**config.mk**
```make
export PLATFORM = sky130hd
export DESIGN_NAME = mdu_hilo_flat
export DESIGN_NICKNAME = d
export VERILOG_FILES = /design/src/rtl/mdu_pkg.sv /design/src/rtl/mdu_hilo_if.sv /design/src/rtl/mdu_hilo_div_iter.sv /design/src/rtl/mdu_hilo.sv /design/src/flat_wrapper.sv
export SDC_FILE = /design/constraint.sdc
export NUM_CORES = 2
export LEC_CHECK = 0
export ABC_AREA = 1
export CAP_MARGIN = 0
export CORE_ASPECT_RATIO = 1.4
export CORE_UTILIZATION = 50
export CTS_CLUSTER_DIAMETER = 100
export DETAILED_ROUTE_END_ITERATION = 6
export PLACE_DENSITY = 0.76
export SYNTH_ARGS = -nofsm -noshare
export SYNTH_HDL_FRONTEND = slang
export SYNTH_HIERARCHICAL = 1
export SYNTH_SLANG_ARGS = --single-unit
```
**constraint.sdc**
```tcl
create_clock -name clk -period 16.56 [get_ports clk]
set_input_delay 1.656 -clock clk [delete_from_list [all_inputs] [get_ports clk]]
set_output_delay 1.656 -clock clk [all_outputs]
set_load 0.005 [all_outputs]
```
**src/rtl/mdu_pkg.sv**
```systemverilog
// mdu_pkg: shared encodings and widths for the multiply/divide unit
package mdu_pkg;
  localparam int DATA_W = 32;
  typedef enum logic [2:0] {
    MD_NONE  = 3'd0,
    MD_MULT  = 3'd1,
    MD_MULTU = 3'd2,
    MD_DIV   = 3'd3,
    MD_DIVU  = 3'd4,
    MD_MTHI  = 3'd5,
    MD_MTLO  = 3'd6
  } md_op_e;
  typedef enum logic [1:0] {IDLE, MUL, DIV, FIX} state_e;
endpackage

```
**src/rtl/mdu_hilo_if.sv**
```systemverilog
// mdu_hilo_if: EX-stage request and HI/LO result bundle of the multiply/divide unit
interface mdu_hilo_if;
  import mdu_pkg::*;
  logic [2:0] md_op;
  logic [DATA_W-1:0] src_a, src_b, hi, lo;
  logic ex_hold, ex_flush, busy, done;
  modport master(output md_op, src_a, src_b, ex_hold, ex_flush, input busy, done, hi, lo);
  modport slave(input md_op, src_a, src_b, ex_hold, ex_flush, output busy, done, hi, lo);
endinterface

```
**src/rtl/mdu_hilo_div_iter.sv**
```systemverilog
// div_iter: unsigned restoring divider, one quotient bit per clock, MSB first
module div_iter import mdu_pkg::*; (
  input  logic              clk,
  input  logic              rst,
  input  logic              start,
  input  logic [DATA_W-1:0] dividend,
  input  logic [DATA_W-1:0] divisor,
  output logic [DATA_W-1:0] quotient,
  output logic [DATA_W-1:0] remainder,
  output logic              valid
);
  logic [DATA_W-1:0] q, r, d;
  logic [$clog2(DATA_W)-1:0] cnt;
  logic run, ge;
  logic [DATA_W:0] sh;
  assign sh = {r, q[DATA_W-1]};
  assign ge = sh >= {1'b0, d};
  assign valid = run && cnt == '0;
  assign quotient = q;
  assign remainder = r;
  always_ff @(posedge clk) begin
    if (!rst) begin
      q <= '0;
      r <= '0;
      d <= '0;
      cnt <= '0;
      run <= 1'b0;
    end else if (start) begin
      q <= dividend;
      r <= '0;
      d <= divisor;
      cnt <= '1;
      run <= 1'b1;
    end else if (run) begin
      r <= ge ? sh[DATA_W-1:0] - d : sh[DATA_W-1:0];
      q <= {q[DATA_W-2:0], ge};
      cnt <= cnt - 1'b1;
      run <= cnt != '0;
    end
  end
endmodule

```
**src/rtl/mdu_hilo.sv**
```systemverilog
// mdu_hilo: multi-cycle multiply/divide unit owning the architectural HI/LO registers
module mdu_hilo import mdu_pkg::*; #(
  parameter int MUL_LAT  = 4,
  parameter int DIV_ITER = DATA_W
) (
  input logic       clk,
  input logic       rst,
  mdu_hilo_if.slave m
);
  state_e state, state_n;
  logic [4:0] cnt;
  logic [2*DATA_W-1:0] prod;
  logic [DATA_W-1:0] hi, lo, a_raw, dv_a, dv_b, dv_q, dv_r;
  logic neg_q, neg_r, dz, done, dv_valid;
  logic accept, mul_s, div_s, is_mul, is_div;
  assign accept = m.md_op inside {[3'd1:3'd6]} && !m.ex_hold && !m.ex_flush && state == IDLE;
  assign mul_s = m.md_op == MD_MULT;
  assign div_s = m.md_op == MD_DIV;
  assign is_mul = mul_s || m.md_op == MD_MULTU;
  assign is_div = div_s || m.md_op == MD_DIVU;
  assign dv_a = (div_s && m.src_a[DATA_W-1]) ? -m.src_a : m.src_a;
  assign dv_b = (div_s && m.src_b[DATA_W-1]) ? -m.src_b : m.src_b;
  assign m.busy = state != IDLE;
  assign m.done = done;
  assign m.hi = hi;
  assign m.lo = lo;
  div_iter u_div (
    .clk(clk),
    .rst(rst),
    .start(accept && is_div),
    .dividend(dv_a),
    .divisor(dv_b),
    .quotient(dv_q),
    .remainder(dv_r),
    .valid(dv_valid)
  );
  always_ff @(posedge clk) state <= !rst ? IDLE : state_n;
  always_comb begin
    state_n = IDLE;
    state_n = state == IDLE ? (!accept ? IDLE : is_mul ? MUL : is_div ? DIV : IDLE)
            : state == MUL  ? (cnt == '0 ? IDLE : MUL)
            : state == DIV  ? (dv_valid ? FIX : DIV)
            : IDLE;
  end
  always_ff @(posedge clk) begin
    if (!rst) begin
      hi <= '0;
      lo <= '0;
      cnt <= '0;
      done <= 1'b0;
      prod <= '0;
      a_raw <= '0;
      neg_q <= 1'b0;
      neg_r <= 1'b0;
      dz <= 1'b0;
    end else begin
      done <= (state == MUL && cnt == '0) || state == FIX;
      if (accept && m.md_op == MD_MTHI) hi <= m.src_a;
      if (accept && m.md_op == MD_MTLO) lo <= m.src_a;
      if (accept && is_mul) begin
        prod <= $signed({{DATA_W{mul_s & m.src_a[DATA_W-1]}}, m.src_a})
              * $signed({{DATA_W{mul_s & m.src_b[DATA_W-1]}}, m.src_b});
        cnt <= 5'(MUL_LAT - 1);
      end
      if (accept && is_div) begin
        a_raw <= m.src_a;
        neg_q <= div_s & (m.src_a[DATA_W-1] ^ m.src_b[DATA_W-1]);
        neg_r <= div_s & m.src_a[DATA_W-1];
        dz <= m.src_b == '0;
        cnt <= 5'(DIV_ITER - 1);
      end
      if ((state == MUL || state == DIV) && cnt != '0) cnt <= cnt - 1'b1;
      if (state == MUL && cnt == '0) {hi, lo} <= prod;
      // divide-by-zero reports all-ones quotient and the untouched dividend
      if (state == FIX) begin
        lo <= dz ? '1 : neg_q ? -dv_q : dv_q;
        hi <= dz ? a_raw : neg_r ? -dv_r : dv_r;
      end
    end
  end
endmodule

```
**src/flat_wrapper.sv**
```systemverilog
// flat-port wrapper written by rule: the top's interface ports become plain ports
module mdu_hilo_flat import mdu_pkg::*;
#(
  parameter int MUL_LAT  = 4,
  parameter int DIV_ITER = DATA_W
)
  (clk, rst, m_md_op, m_src_a, m_src_b, m_ex_hold, m_ex_flush, m_busy, m_done, m_hi, m_lo);
  mdu_hilo_if m_i ();
  input logic clk;
  input logic rst;
  input wire logic [$bits(m_i.md_op)-1:0] m_md_op;
  input wire logic [$bits(m_i.src_a)-1:0] m_src_a;
  input wire logic [$bits(m_i.src_b)-1:0] m_src_b;
  input wire logic [$bits(m_i.ex_hold)-1:0] m_ex_hold;
  input wire logic [$bits(m_i.ex_flush)-1:0] m_ex_flush;
  output wire logic [$bits(m_i.busy)-1:0] m_busy;
  output wire logic [$bits(m_i.done)-1:0] m_done;
  output wire logic [$bits(m_i.hi)-1:0] m_hi;
  output wire logic [$bits(m_i.lo)-1:0] m_lo;
  assign m_i.md_op = m_md_op;
  assign m_i.src_a = m_src_a;
  assign m_i.src_b = m_src_b;
  assign m_i.ex_hold = m_ex_hold;
  assign m_i.ex_flush = m_ex_flush;
  assign m_busy = m_i.busy;
  assign m_done = m_i.done;
  assign m_hi = m_i.hi;
  assign m_lo = m_i.lo;
  mdu_hilo #(.MUL_LAT(MUL_LAT), .DIV_ITER(DIV_ITER)) u_core (.clk(clk), .rst(rst), .m(m_i));
endmodule
```
==> metrics.md <==
| Metric | Value |
|---|---|
| Largest net degree at the start of global routing | `96` |
| Crit Path Category | `in2reg` |
| Via density | `5.560` |
| Number of synthesized register bits | `273` |
| CP Launch Type | `primary input` |
| Hold buffers post-CTS | `0` |
| Vias | `51,697` |
| Net Count, Synth | `9,374` |
| Vias in the first global route | `54,804` |
| Resize count post-CTS | `0` |
| Minimum clock period | `9.693 ns` |
| I/O pin cnt | `137` |
| Critical path buffer and inverter count | `9` |
| Synth area leaders | `fa_1, nand2_1, inv_1, dfxtp_1, ha_1` |
| Synth area leader | `fa_1` |
| Die W | `290.2 um` |
| Reg clk slew, reported paths | `0.07 ns` |
| Critical Path Max Stage Delay | `0.81 ns` |
| TritonCTS buffer count | `30` |
| CTS tree | `done` |
| Crit-path slowest cell | `fa_1` |
| FFs w/ async S/R, synth | `0%` |
| Gr usage total | `36.28%` |
| Rows | `147` |
| Setup violators final | `0` |
| Final cell count without fillers | `9,298` |
| Clock Tree Buf Depth | `3` |
| Initial Util | `50.58%` |
| Core area | `115,000 um^2` |
| Commonest cells post-synth | `nand2_1, inv_1, fa_1, nor2_1, a21oi_1` |
| # nets final | `9,235` |
| Inst Count DP | `9,239` |
| Post-synth top area share | `38.77%` |
| Routed length per instance | `22.67 um` |
| Htree depth | `1` |
| Top delay family on crit path | `adder cells` |
| Max-cap viol count | `0` |
| Period utilization | `58.53%` |
| Measured slew at the worst slew-check pin | `1.142 ns` |
| Outcome | `finished, final reports clean` |
| Post-synthesis sequential area ratio | `9.399%` |
| Root Driver | `clkbuf_16` |
| Fin area | `61,360 um^2` |
| Gr ovfl total | `0` |
| Final Wtd Congestion | `1.050` |
| Final hold vios | `0` |
| Worst hold path class | `reg2reg` |
| RSZ-0062 raised after global routing | `false` |
| Port bufs | `136` |
| Ys flop type | `dfxtp_1` |
| First-pass GRT wire length | `320,900 um` |
| Netlist cell types | `55` |
| Fmax | `103.2 MHz` |
| Total length of routed wires | `210,800 um` |
| DR iter-0 viols | `4,429` |
| Die span in y | `405.5 um` |
| Die ar. | `117,700 um^2` |
| CP max FO | `30` |
| Area after DPL | `60,240 um^2` |
| Most frequent cell after synthesis | `nand2_1` |
| Slew Limit Fails | `0` |
| Drt drc | `0` |
| CP dominant cell by count | `fa_1` |
| # Post-CTS Setup Buffers | `0` |
| Setup Skew | `0.03439 ns` |
| Syn Area/Cell | `7.342 um^2` |
| Area growth syn-to-layout | `5.530%` |
| Dpl hpwl | `164,400 um` |
| Post-synth EDFFs | `0` |
| Pre-antenna DRT Iters | `7` |
| Mapped Area | `58,150 um^2` |
| Yosys Warn Count | `6` |
| Max-slew headroom | `23.64%` |
| Cells after Synth | `7,920` |
| Crit path capture type | `flip-flop` |
| Critical path arrival | `10.23 ns` |
| Layout cells sized above 1 | `4.613%` |
| Clk_lat worst skew | `0.63 ns` |
| Initial antenna violation count | `8` |
| Clock sink total | `273` |
| Final setup TNS | `0 ns` |
| Req. time, crit path | `17.10 ns` |
| Antenna viol nets, final | `0` |
-- final cells by class --
class,instances,area [um^2]
Tap cell,1490,1864
Antenna cell,4,10.01
Clock buffer,36,803.3
Multi-Input combinational cell,5243,43460
Timing Repair Buffer,226,1917
Inverter,2007,7536
Sequential cell,273,5465
Clock inverter,19,309.0
Fill cell,10936,53590
-- layout by cell type, fill, tap and decap left out, drive strengths merged, types with 48 or more instances in the layout --
master         instances
buf                  117
o21ai                313
ha                   257
a21oi                349
nand3                249
fa                  1126
dfxtp                273
inv                 2005
nor2                 548
clkdlybuf4s50        109
nand4                 48
xor2                  91
nand2               2030
-- worst register-to-register path, delay by kind of cell, from the launching register on --
family	cells	cell delay, ns
buf+inv	5	1.88
fa+ha+maj	1	0.19
flops	1	0.35
simple gates	2	0.94
compound gates	2	0.22
-- metal layers --
layer	GRT usage (%)	wire [um]	part of all wire [%]
met1	39.46	72230	34
met2	63.20	102000	48
met3	6.097	17010	8.1
met4	27.97	19490	9.2
met5	0	69	0.033
-- worst paths after layout --
kind,start,to,slack [ns],cells past startpoint
worst max-delay path,m_md_op[1],u_core/prod[56],6.87,30
worst min-delay path,u_core/prod[4],u_core/prod[4],0.45,2
worst max register to register,u_core/state[1],u_core/m.hi[3],12.92,10
worst min register to register,u_core/prod[4],u_core/prod[4],0.45,2
-- state kept, by name, indices dropped and copies added, names as in the netlist --
signal	flops
u_core/u_div/quotient	32
u_core/u_div/cnt	5
u_core/dz	1
u_core/m.done	1
u_core/m.hi	32
u_core/state	2
u_core/a_raw	32
u_core/m.lo	32
u_core/neg_q	1
u_core/u_div/run	1
u_core/cnt	5
u_core/u_div/d	32
u_core/prod	64
u_core/neg_r	1
u_core/u_div/remainder	32
-- stage by stage --
stage	setup WS [ns]	util, %	hold slack, ns
3_3_place_gp	6.301	52.40	0.4348
2_1_floorplan	8.058	-	0.4245
4_1_cts	6.918	53.37	0.4552
6_report	6.867	53.38	0.4514
3_5_place_dp	6.249	52.40	0.4456
5_1_grt	6.451	53.37	0.4785
-- cell families after synthesis --
family | after synthesis | share of synthesized area, %
AOI/OAI and AO/OA | 761 | 7.178
xor gates and xnor gates | 136 | 2.048
adders and majority gates | 1383 | 44.30
buffers and inverters | 2404 | 15.86
DFF | 273 | 9.399
and+or+nand+nor | 2963 | 21.22
Power is left out: the tool's default activity adds up to more than one toggle a clock period on the data nets, which glitch-free logic cannot reach.
